File: src/rtl/full_feed_pkg.sv
// Shared types for the full_feed training-data feeder.
package full_feed_pkg;

  // 24-bit mantissa / 8-bit exponent float word.
  typedef logic [31:0] float_24_8;

  typedef enum logic [1:0] {
    StIdle,
    StLoad,
    StRun,
    StFinish
  } full_feed_state_e;

  localparam int unsigned FrameCntW = 16;

endpackage

File: src/rtl/full_feed_ram.sv
// Single write port, registered read port RAM of float_24_8 words.
// Memory contents are never reset; only the read register is cleared.
module full_feed_ram
  import full_feed_pkg::*;
#(
  parameter int unsigned DEPTH = 64,
  parameter int unsigned AW    = (DEPTH > 1) ? $clog2(DEPTH) : 1
) (
  input  logic          clk,
  input  logic          reset,
  input  logic          we,
  input  logic [AW-1:0] waddr,
  input  float_24_8     wdata,
  input  logic          re,
  input  logic [AW-1:0] raddr,
  output float_24_8     rdata
);

  float_24_8 mem [DEPTH];

  // Write port.
  always_ff @(posedge clk) begin
    if (we) begin
      mem[waddr] <= wdata;
    end
  end

  // Read register; holds its value whenever no read is issued.
  always_ff @(posedge clk) begin
    if (!reset) begin
      rdata <= '0;
    end else if (re) begin
      rdata <= mem[raddr];
    end
  end

endmodule

File: src/rtl/full_feed.sv
// Streams training frames from a data RAM and per-frame targets from an
// expected RAM over two independent valid/ready channels.
// Optional macro FULL_FEED_LOOP_EN: loop over the frames until stop is seen.
module full_feed
  import full_feed_pkg::*;
#(
  parameter int unsigned FRAME_LEN = 4,
  parameter int unsigned DEPTH     = 64,
  localparam int unsigned AW       = $clog2(DEPTH),
  localparam int unsigned EDEPTH   = DEPTH / FRAME_LEN,
  localparam int unsigned EAW      = (EDEPTH > 1) ? $clog2(EDEPTH) : 1
) (
  input  logic                 clk,
  input  logic                 reset,
  input  logic                 wr_en,
  input  logic [AW-1:0]        wr_addr,
  input  float_24_8            wr_data,
  input  logic                 exp_wr_en,
  input  logic [EAW-1:0]       exp_wr_addr,
  input  float_24_8            exp_wr_data,
  input  logic                 start,
  input  logic [FrameCntW-1:0] num_frames,
  input  logic                 stop,
  output float_24_8            st_data,
  output logic                 st_data_fst,
  output logic                 st_data_vld,
  input  logic                 st_data_rdy,
  output float_24_8            expected,
  output logic                 expected_fst,
  output logic                 expected_vld,
  input  logic                 expected_rdy,
  output logic                 busy,
  output logic                 done
);

  localparam int unsigned WW = (FRAME_LEN > 1) ? $clog2(FRAME_LEN) : 1;

  full_feed_state_e       state_q, state_d;
  logic [FrameCntW-1:0]   nf_q, nf_d;
  logic                   d_vld_q, d_vld_d, d_done_q, d_done_d;
  logic [FrameCntW-1:0]   d_frame_q, d_frame_d;
  logic [WW-1:0]          d_word_q, d_word_d;
  logic                   e_vld_q, e_vld_d;
  logic [FrameCntW-1:0]   e_frame_q, e_frame_d, e_frame_adv;
  // Frames whose word 0 has been read but whose expected word has not.
  logic [FrameCntW:0]     credit_q, credit_d;
  logic [FrameCntW:0]     d_frame_inc;
  logic                   d_re, e_re, d_xfer, e_xfer, word0_issue, stop_eff;
  logic [AW-1:0]          d_raddr;
  logic [EAW-1:0]         e_raddr;
  logic                   idle;

`ifdef FULL_FEED_LOOP_EN
  localparam bit LoopEn = 1'b1;
  logic stop_q;

  // Remember a stop request until the current frame has completed.
  always_ff @(posedge clk) begin
    if (!reset) begin
      stop_q <= 1'b0;
    end else begin
      stop_q <= (state_q == StRun) && (stop_q || stop);
    end
  end

  assign stop_eff = stop_q | stop;
`else
  localparam bit LoopEn = 1'b0;
  logic unused_stop;

  assign unused_stop = stop;
  assign stop_eff    = 1'b0;
`endif

  assign idle   = (state_q == StIdle);
  assign d_xfer = d_vld_q & st_data_rdy;
  assign e_xfer = e_vld_q & expected_rdy;

  // Next-state, read issue and channel bookkeeping.
  always_comb begin
    state_d     = state_q;
    nf_d        = nf_q;
    d_vld_d     = d_vld_q;
    d_done_d    = d_done_q;
    d_frame_d   = d_frame_q;
    d_word_d    = d_word_q;
    e_vld_d     = e_vld_q;
    e_frame_d   = e_frame_q;
    credit_d    = credit_q;
    d_re        = 1'b0;
    e_re        = 1'b0;
    word0_issue = 1'b0;
    d_frame_inc = {1'b0, d_frame_q} + 1'b1;
    e_frame_adv = (LoopEn && (({1'b0, e_frame_q} + 1'b1) == {1'b0, nf_q})) ? '0
                                                                           : e_frame_q + 1'b1;
    unique case (state_q)
      StIdle: begin
        if (start) begin
          state_d = StLoad;
          nf_d    = num_frames;
        end
      end
      StLoad: begin
        d_frame_d = '0;
        d_word_d  = '0;
        e_frame_d = '0;
        credit_d  = '0;
        d_done_d  = 1'b0;
        if (nf_q == '0) begin
          state_d = StFinish;
        end else begin
          d_re    = 1'b1;
          d_vld_d = 1'b1;
          e_re    = 1'b1;
          e_vld_d = 1'b1;
          state_d = StRun;
        end
      end
      StRun: begin
        if (d_xfer) begin
          if (d_word_q == WW'(FRAME_LEN - 1)) begin
            if (stop_eff || (!LoopEn && d_frame_inc == {1'b0, nf_q})) begin
              d_vld_d  = 1'b0;
              d_done_d = 1'b1;
            end else begin
              d_re        = 1'b1;
              word0_issue = 1'b1;
              d_word_d    = '0;
              d_frame_d   = (d_frame_inc == {1'b0, nf_q}) ? '0 : d_frame_inc[FrameCntW-1:0];
            end
          end else begin
            d_re     = 1'b1;
            d_word_d = d_word_q + 1'b1;
          end
        end
        if (e_xfer) begin
          e_vld_d   = 1'b0;
          e_frame_d = e_frame_adv;
        end
        // An expected word may only follow the data word 0 of its own frame.
        if ((!e_vld_q || e_xfer) && (credit_q != '0 || word0_issue)) begin
          e_re    = 1'b1;
          e_vld_d = 1'b1;
        end
        credit_d = credit_q + {{FrameCntW{1'b0}}, word0_issue} - {{FrameCntW{1'b0}}, e_re};
        if (d_done_d && !e_vld_d && credit_d == '0) begin
          state_d = StFinish;
        end
      end
      StFinish: state_d = StIdle;
      default:  state_d = StIdle;
    endcase
  end

  // State and counter registers.
  always_ff @(posedge clk) begin
    if (!reset) begin
      state_q   <= StIdle;
      nf_q      <= '0;
      d_vld_q   <= 1'b0;
      d_done_q  <= 1'b0;
      d_frame_q <= '0;
      d_word_q  <= '0;
      e_vld_q   <= 1'b0;
      e_frame_q <= '0;
      credit_q  <= '0;
    end else begin
      state_q   <= state_d;
      nf_q      <= nf_d;
      d_vld_q   <= d_vld_d;
      d_done_q  <= d_done_d;
      d_frame_q <= d_frame_d;
      d_word_q  <= d_word_d;
      e_vld_q   <= e_vld_d;
      e_frame_q <= e_frame_d;
      credit_q  <= credit_d;
    end
  end

  // Truncation to AW bits gives the wrap modulo DEPTH.
  assign d_raddr = AW'(32'(d_frame_d) * FRAME_LEN + 32'(d_word_d));
  assign e_raddr = EAW'(32'(e_frame_d) % EDEPTH);

  full_feed_ram #(
    .DEPTH (DEPTH),
    .AW    (AW)
  ) u_data_ram (
    .clk   (clk),
    .reset (reset),
    .we    (wr_en & idle),
    .waddr (wr_addr),
    .wdata (wr_data),
    .re    (d_re),
    .raddr (d_raddr),
    .rdata (st_data)
  );

  full_feed_ram #(
    .DEPTH (EDEPTH),
    .AW    (EAW)
  ) u_exp_ram (
    .clk   (clk),
    .reset (reset),
    .we    (exp_wr_en & idle),
    .waddr (exp_wr_addr),
    .wdata (exp_wr_data),
    .re    (e_re),
    .raddr (e_raddr),
    .rdata (expected)
  );

  assign st_data_vld  = d_vld_q;
  assign st_data_fst  = d_vld_q & (d_word_q == '0);
  assign expected_vld = e_vld_q;
  assign expected_fst = e_vld_q;
  assign busy         = !idle;
  assign done         = (state_q == StFinish);

endmodule

File: config.mk
export PLATFORM = sky130hd
export DESIGN_NAME = full_feed
export DESIGN_NICKNAME = d
export VERILOG_FILES = /design/src/rtl/full_feed_pkg.sv /design/src/rtl/full_feed_ram.sv /design/src/rtl/full_feed.sv
export SDC_FILE = /design/constraint.sdc
export NUM_CORES = 2
export LEC_CHECK = 0
export CELL_PAD_IN_SITES_DETAIL_PLACEMENT = 1
export CELL_PAD_IN_SITES_GLOBAL_PLACEMENT = 2
export CORE_UTILIZATION = 45
export DETAILED_ROUTE_END_ITERATION = 10
export DONT_BUFFER_PORTS = 1
export PLACE_DENSITY_LB_ADDON = 0.1
export SYNTH_ARGS = -nofsm -noshare
export SYNTH_HDL_FRONTEND = slang
export SYNTH_SLANG_ARGS = --single-unit
File: constraint.sdc
create_clock -name clk -period 15.1 [get_ports clk]
set_input_delay 2.265 -clock clk [delete_from_list [all_inputs] [get_ports clk]]
set_output_delay 2.265 -clock clk [all_outputs]
set_load 0.01 [all_outputs]
==> results by group <==
Finish
  – P&R area growth vs syn: 11.96%
  – Final core occ: 0.5085
  – Fillers: approximately 23k
  – Footprint of the multi-input gates: ~26,000 sq um
  – Most frequent cells in the layout: edfxtp_1 (2,560), nand2_1 (1,999), nand3_1 (1,029), clkbuf_16 (304), a21oi_1 (201)
  – Storage cell area: 79,360 sq um
  – Most common cell after layout, fill and taps aside: edfxtp_1
  – Non-filler cells, final: roughly 11k
  – Fin nets: roughly 7.9k
  – Share of layout cells above drive strength 1: 0.1047

Detailed routing
  – Via count: ~67k
  – Vias/cell: 6.025
  – Met1 WL: around 140,000 um
  – Detail Route Antenna Nets: 0
  – WL final: roughly 340,000 um
  – Average wire per standard cell: 30.94 um
  – Detailed Routing Iterations Pass 1: 6
  – Met3 WL: between 20,000 and 25,000 um
  – Top layer in use: met5
  – # DRC: 0
  – Iteration-0 DRC Markers: approximately 6.4k
  – Met2 wire len: roughly 170,000 um

Critical path
  – Worst Setup Start Kind: register
  – R2R Setup Slk: between 7 and 8 ns
  – CP max FO: 15
  – Req. time, crit path: 15.85 ns
  – Arrival time worst endpoint: ~7.9 ns
  – Reg-to-reg critical path endpoint: state_q[1]
  – CP max stage cell: dfxtp_1
  – CP endpoint kind: register
  – Delay of the slowest critical-path stage: 0.71 ns
  – Setup crit start: d_frame_q[0]
  – Critical path type: reg2reg
  – FF-to-FF path depth: 25
  – RR Startpoint: d_frame_q[0]
  – Worst Setup EP: state_q[1]

Logic synthesis
  – Synth Instances: a little under 8k
  – Synth Cell Area: 107,100 sq um
  – Async set-reset flop share out of synthesis: 0
  – Sequential share of the synthesized area: 0.7408
  – Post-synthesis mux area share: 0.03902
  – Synth Area in XOR/XNOR: 0.002698
  – Number of library cell types mapped by synthesis: between 90 and 100
  – Synth Warn #: 0
  – Number of flops mapped to enable cells by yosys: approximately 2.6k
  – Synth Area in Simple Gates: 0.1427
  – Yosys reg bits: ~2.7k
  – Area fraction in compound gates after synthesis: 0.04749
  – Ys flop type: edfxtp_1
  – Post-Synth Adder-Cell Area: 0.004041
  – Largest family of logic cells by synthesized area: simple AND/OR/NAND/NOR gates
  – Post-synthesis average cell area: between 10 and 15 sq um
  – Syn Nets: 7,916

Die
  – Core ar.: 235,900 sq um
  – Die Y: approximately 500 um
  – Cell Rows: about 180
  – Die area: 240,000 sq um
  – Chip width: slightly below 500 um
  – Ports: between 150 and 200
  – Initial Util: 0.4542

STA
  – Max-slew violation count: 0
  – Clk_skew: roughly 0.056 ns
  – Sum of negative setup slack: 0 ns
  – Relative slew margins: 0.1471
  – Final setup violating endpoints: 0
  – Setup WS post-layout: slightly below 8 ns
  – Fin. Hold Viols: 0
  – RSZ-0062 raised after global routing: no
  – Final period utilization: 0.4760
  – Peak Freq: 139.1 MHz
  – Period minus WS final: approximately 7 ns
  – Slew @ Worst Pin: approximately 1.3 ns

Power and ir drop
  – Sequential power share: 0.524
  – Combinational Power Share: 0.051
  – Clock share of power: 0.425
  – LEAKAGE: 39.48 nW
  – Design Power: approximately 16 mW
  – Power Density: about 130 nW/um^2
  – Sw frac: 0.2258
  – Switch Pwr: between 3 and 4 mW
  – VDD IR max: about 110 uV
  – Pint: between 10 and 15 mW

Placed design
  – GPL Wtd Cong: approximately 0.8
  – Inst Count DP: roughly 11k
  – Port bufs: 0
  – Dpl hpwl: about 180,000 um
  – Pre-CTS WS: 7.901 ns

CTS
  – Post-CTS Resized: 0
  – Clock sink count: ~2.7k
  – Post-CTS setup buffers: 0
  – Worst-Skew Late Latency: 0.96 ns
  – CTS tree: built
  – Clock slew at reported path FFs: ~0.060 ns
  – Clock Tree Root: clkbuf_16
  – CTS Hold Buffers Added: 0
  – H-tree levels: 5
  – CTS max path bufs: 4
  – Cts bufs inserted: ~300

GRT
  – Aggregate global-route resource usage: 0.2831
  – Largest net degree at the start of global routing: approximately 160
  – First-pass GRT wire length: a little under 500,000 um
  – Residual overflow from global routing: 0
  – Vias in the first global route: roughly 70k
  – Antenna violations before repair: 26

Min path
  – Hold WC Path Type: reg2reg

Outcome
  – Outcome: finished, final reports clean

Job
  – Max-cap violation count: 0
[Yosys cell counts, drive strengths merged (6+ instances only)]
master,n,area [sq um]
edfxtp,2560,76870
nand2,2004,7541
nand3,1030,5155
buf,300,1597
a21oi,211,1086
clkbuf,195,732.0
nor2,162,615.6
and3,136,850.8
mux4,128,2883
o21ai,125,636.9
dfxtp,124,2482
mux2i,122,1234
a311oi,117,1025
a31oi,63,400.4
a211oi,51,405.4
inv,43,161.4
ha,33,412.9
nand4,33,227.7
nor3,32,165.2
o221ai,24,210.2
nor4,21,146.4
xnor2,21,183.9
a32oi,17,148.9
a31o,13,113.9
xor2,12,105.1
a21o,10,75.07
and2,10,62.56
o2111ai,10,87.58
o211ai,10,75.07
o22ai,10,62.56
a2111oi,9,91.34
and4,9,81.33
nand3b,9,67.56
o41ai,9,78.83
a22oi,8,60.06
nor4b,8,70.07
o211a,8,80.08
or3,8,50.05
a41o,7,70.07
nor2b,7,43.79
or4,7,52.55
nand2b,6,37.54
[power by group through the flow]
stage | logic [mW] | clock network, mW | registers (mW)
floorplan | 0.470 | 0 | 8.51
global placement | 0.812 | 0 | 8.56
detailed placement | 0.826 | 0 | 8.57
CTS | 0.829 | 6.93 | 8.41
global route | 0.883 | 7.18 | 8.42
finish | 0.821 | 6.82 | 8.41
[final cells by class]
type,count,area share
clock inverter,104,0.006531
sequential,2684,0.6617
timing repair buffer,178,0.01187
inverter,43,0.001356
antenna,10,0.0002086
clock buffer,401,0.06788
tap,3150,0.03286
multi-input combinational,4562,0.2176
[through the flow]
| stage | area (sq um) | hold WS, ns |
|---|---|---|
| 5_1_grt | 119900 | 0.5178 |
| 3_3_place_gp | 111000 | 0.4799 |
| 6_report | 119900 | 0.4920 |
| 2_1_floorplan | 107100 | 0.4372 |
| 3_5_place_dp | 111000 | 0.4867 |
| 4_1_cts | 119900 | 0.4980 |
[state kept, by name, summed over array words and instances, names as in the netlist, 4 cells and up]
signal,cells
u_exp_ram.rdata,32
e_frame_q,4
d_frame_q,16
nf_q,16
u_data_ram.mem,2048
u_exp_ram.mem,512
u_data_ram.rdata,32
credit_q,17
[worst max-delay path, delay by kind of cell (launching register included)]
kind / cells / cell delay [ns]
adders and majority gates: 4 / 1.34
DFF: 1 / 0.71
muxes: 1 / 0.23
and+or+nand+nor: 7 / 1.84
AOI/OAI and AO/OA: 12 / 2.83
buffers and inverters: 1 / 0.04
[how the worst min path moves through the flow]
stage | from | to | cells after the start
finish | nf_q[12] | nf_q[12] | 2
global route | nf_q[12] | nf_q[12] | 2
CTS | credit_q[0] | credit_q[0] | 2
detailed placement | credit_q[0] | credit_q[0] | 2
global placement | credit_q[0] | credit_q[0] | 2
floorplan | d_done_q | d_done_q | 2
[layer usage]
layer | up-vias | track usage
li1 | 29020 | -
met2 | 2240 | 0.4833
met1 | 35290 | 0.3695
met5 | - | 0
met3 | 524 | 0.04372
met4 | 2 | 0.09182
[cell families (layout without fill, tap and decap cells)]
logic type / count (synthesis) / count (layout)
other cells: 0 / 10
flops: 2684 / 2684
buf+inv: 538 / 726
simple gates: 3496 / 3496
fa+ha+maj: 34 / 34
compound gates: 744 / 744
xor+xnor: 33 / 33
mux: 255 / 255
Power figures use the tool's default switching activity.
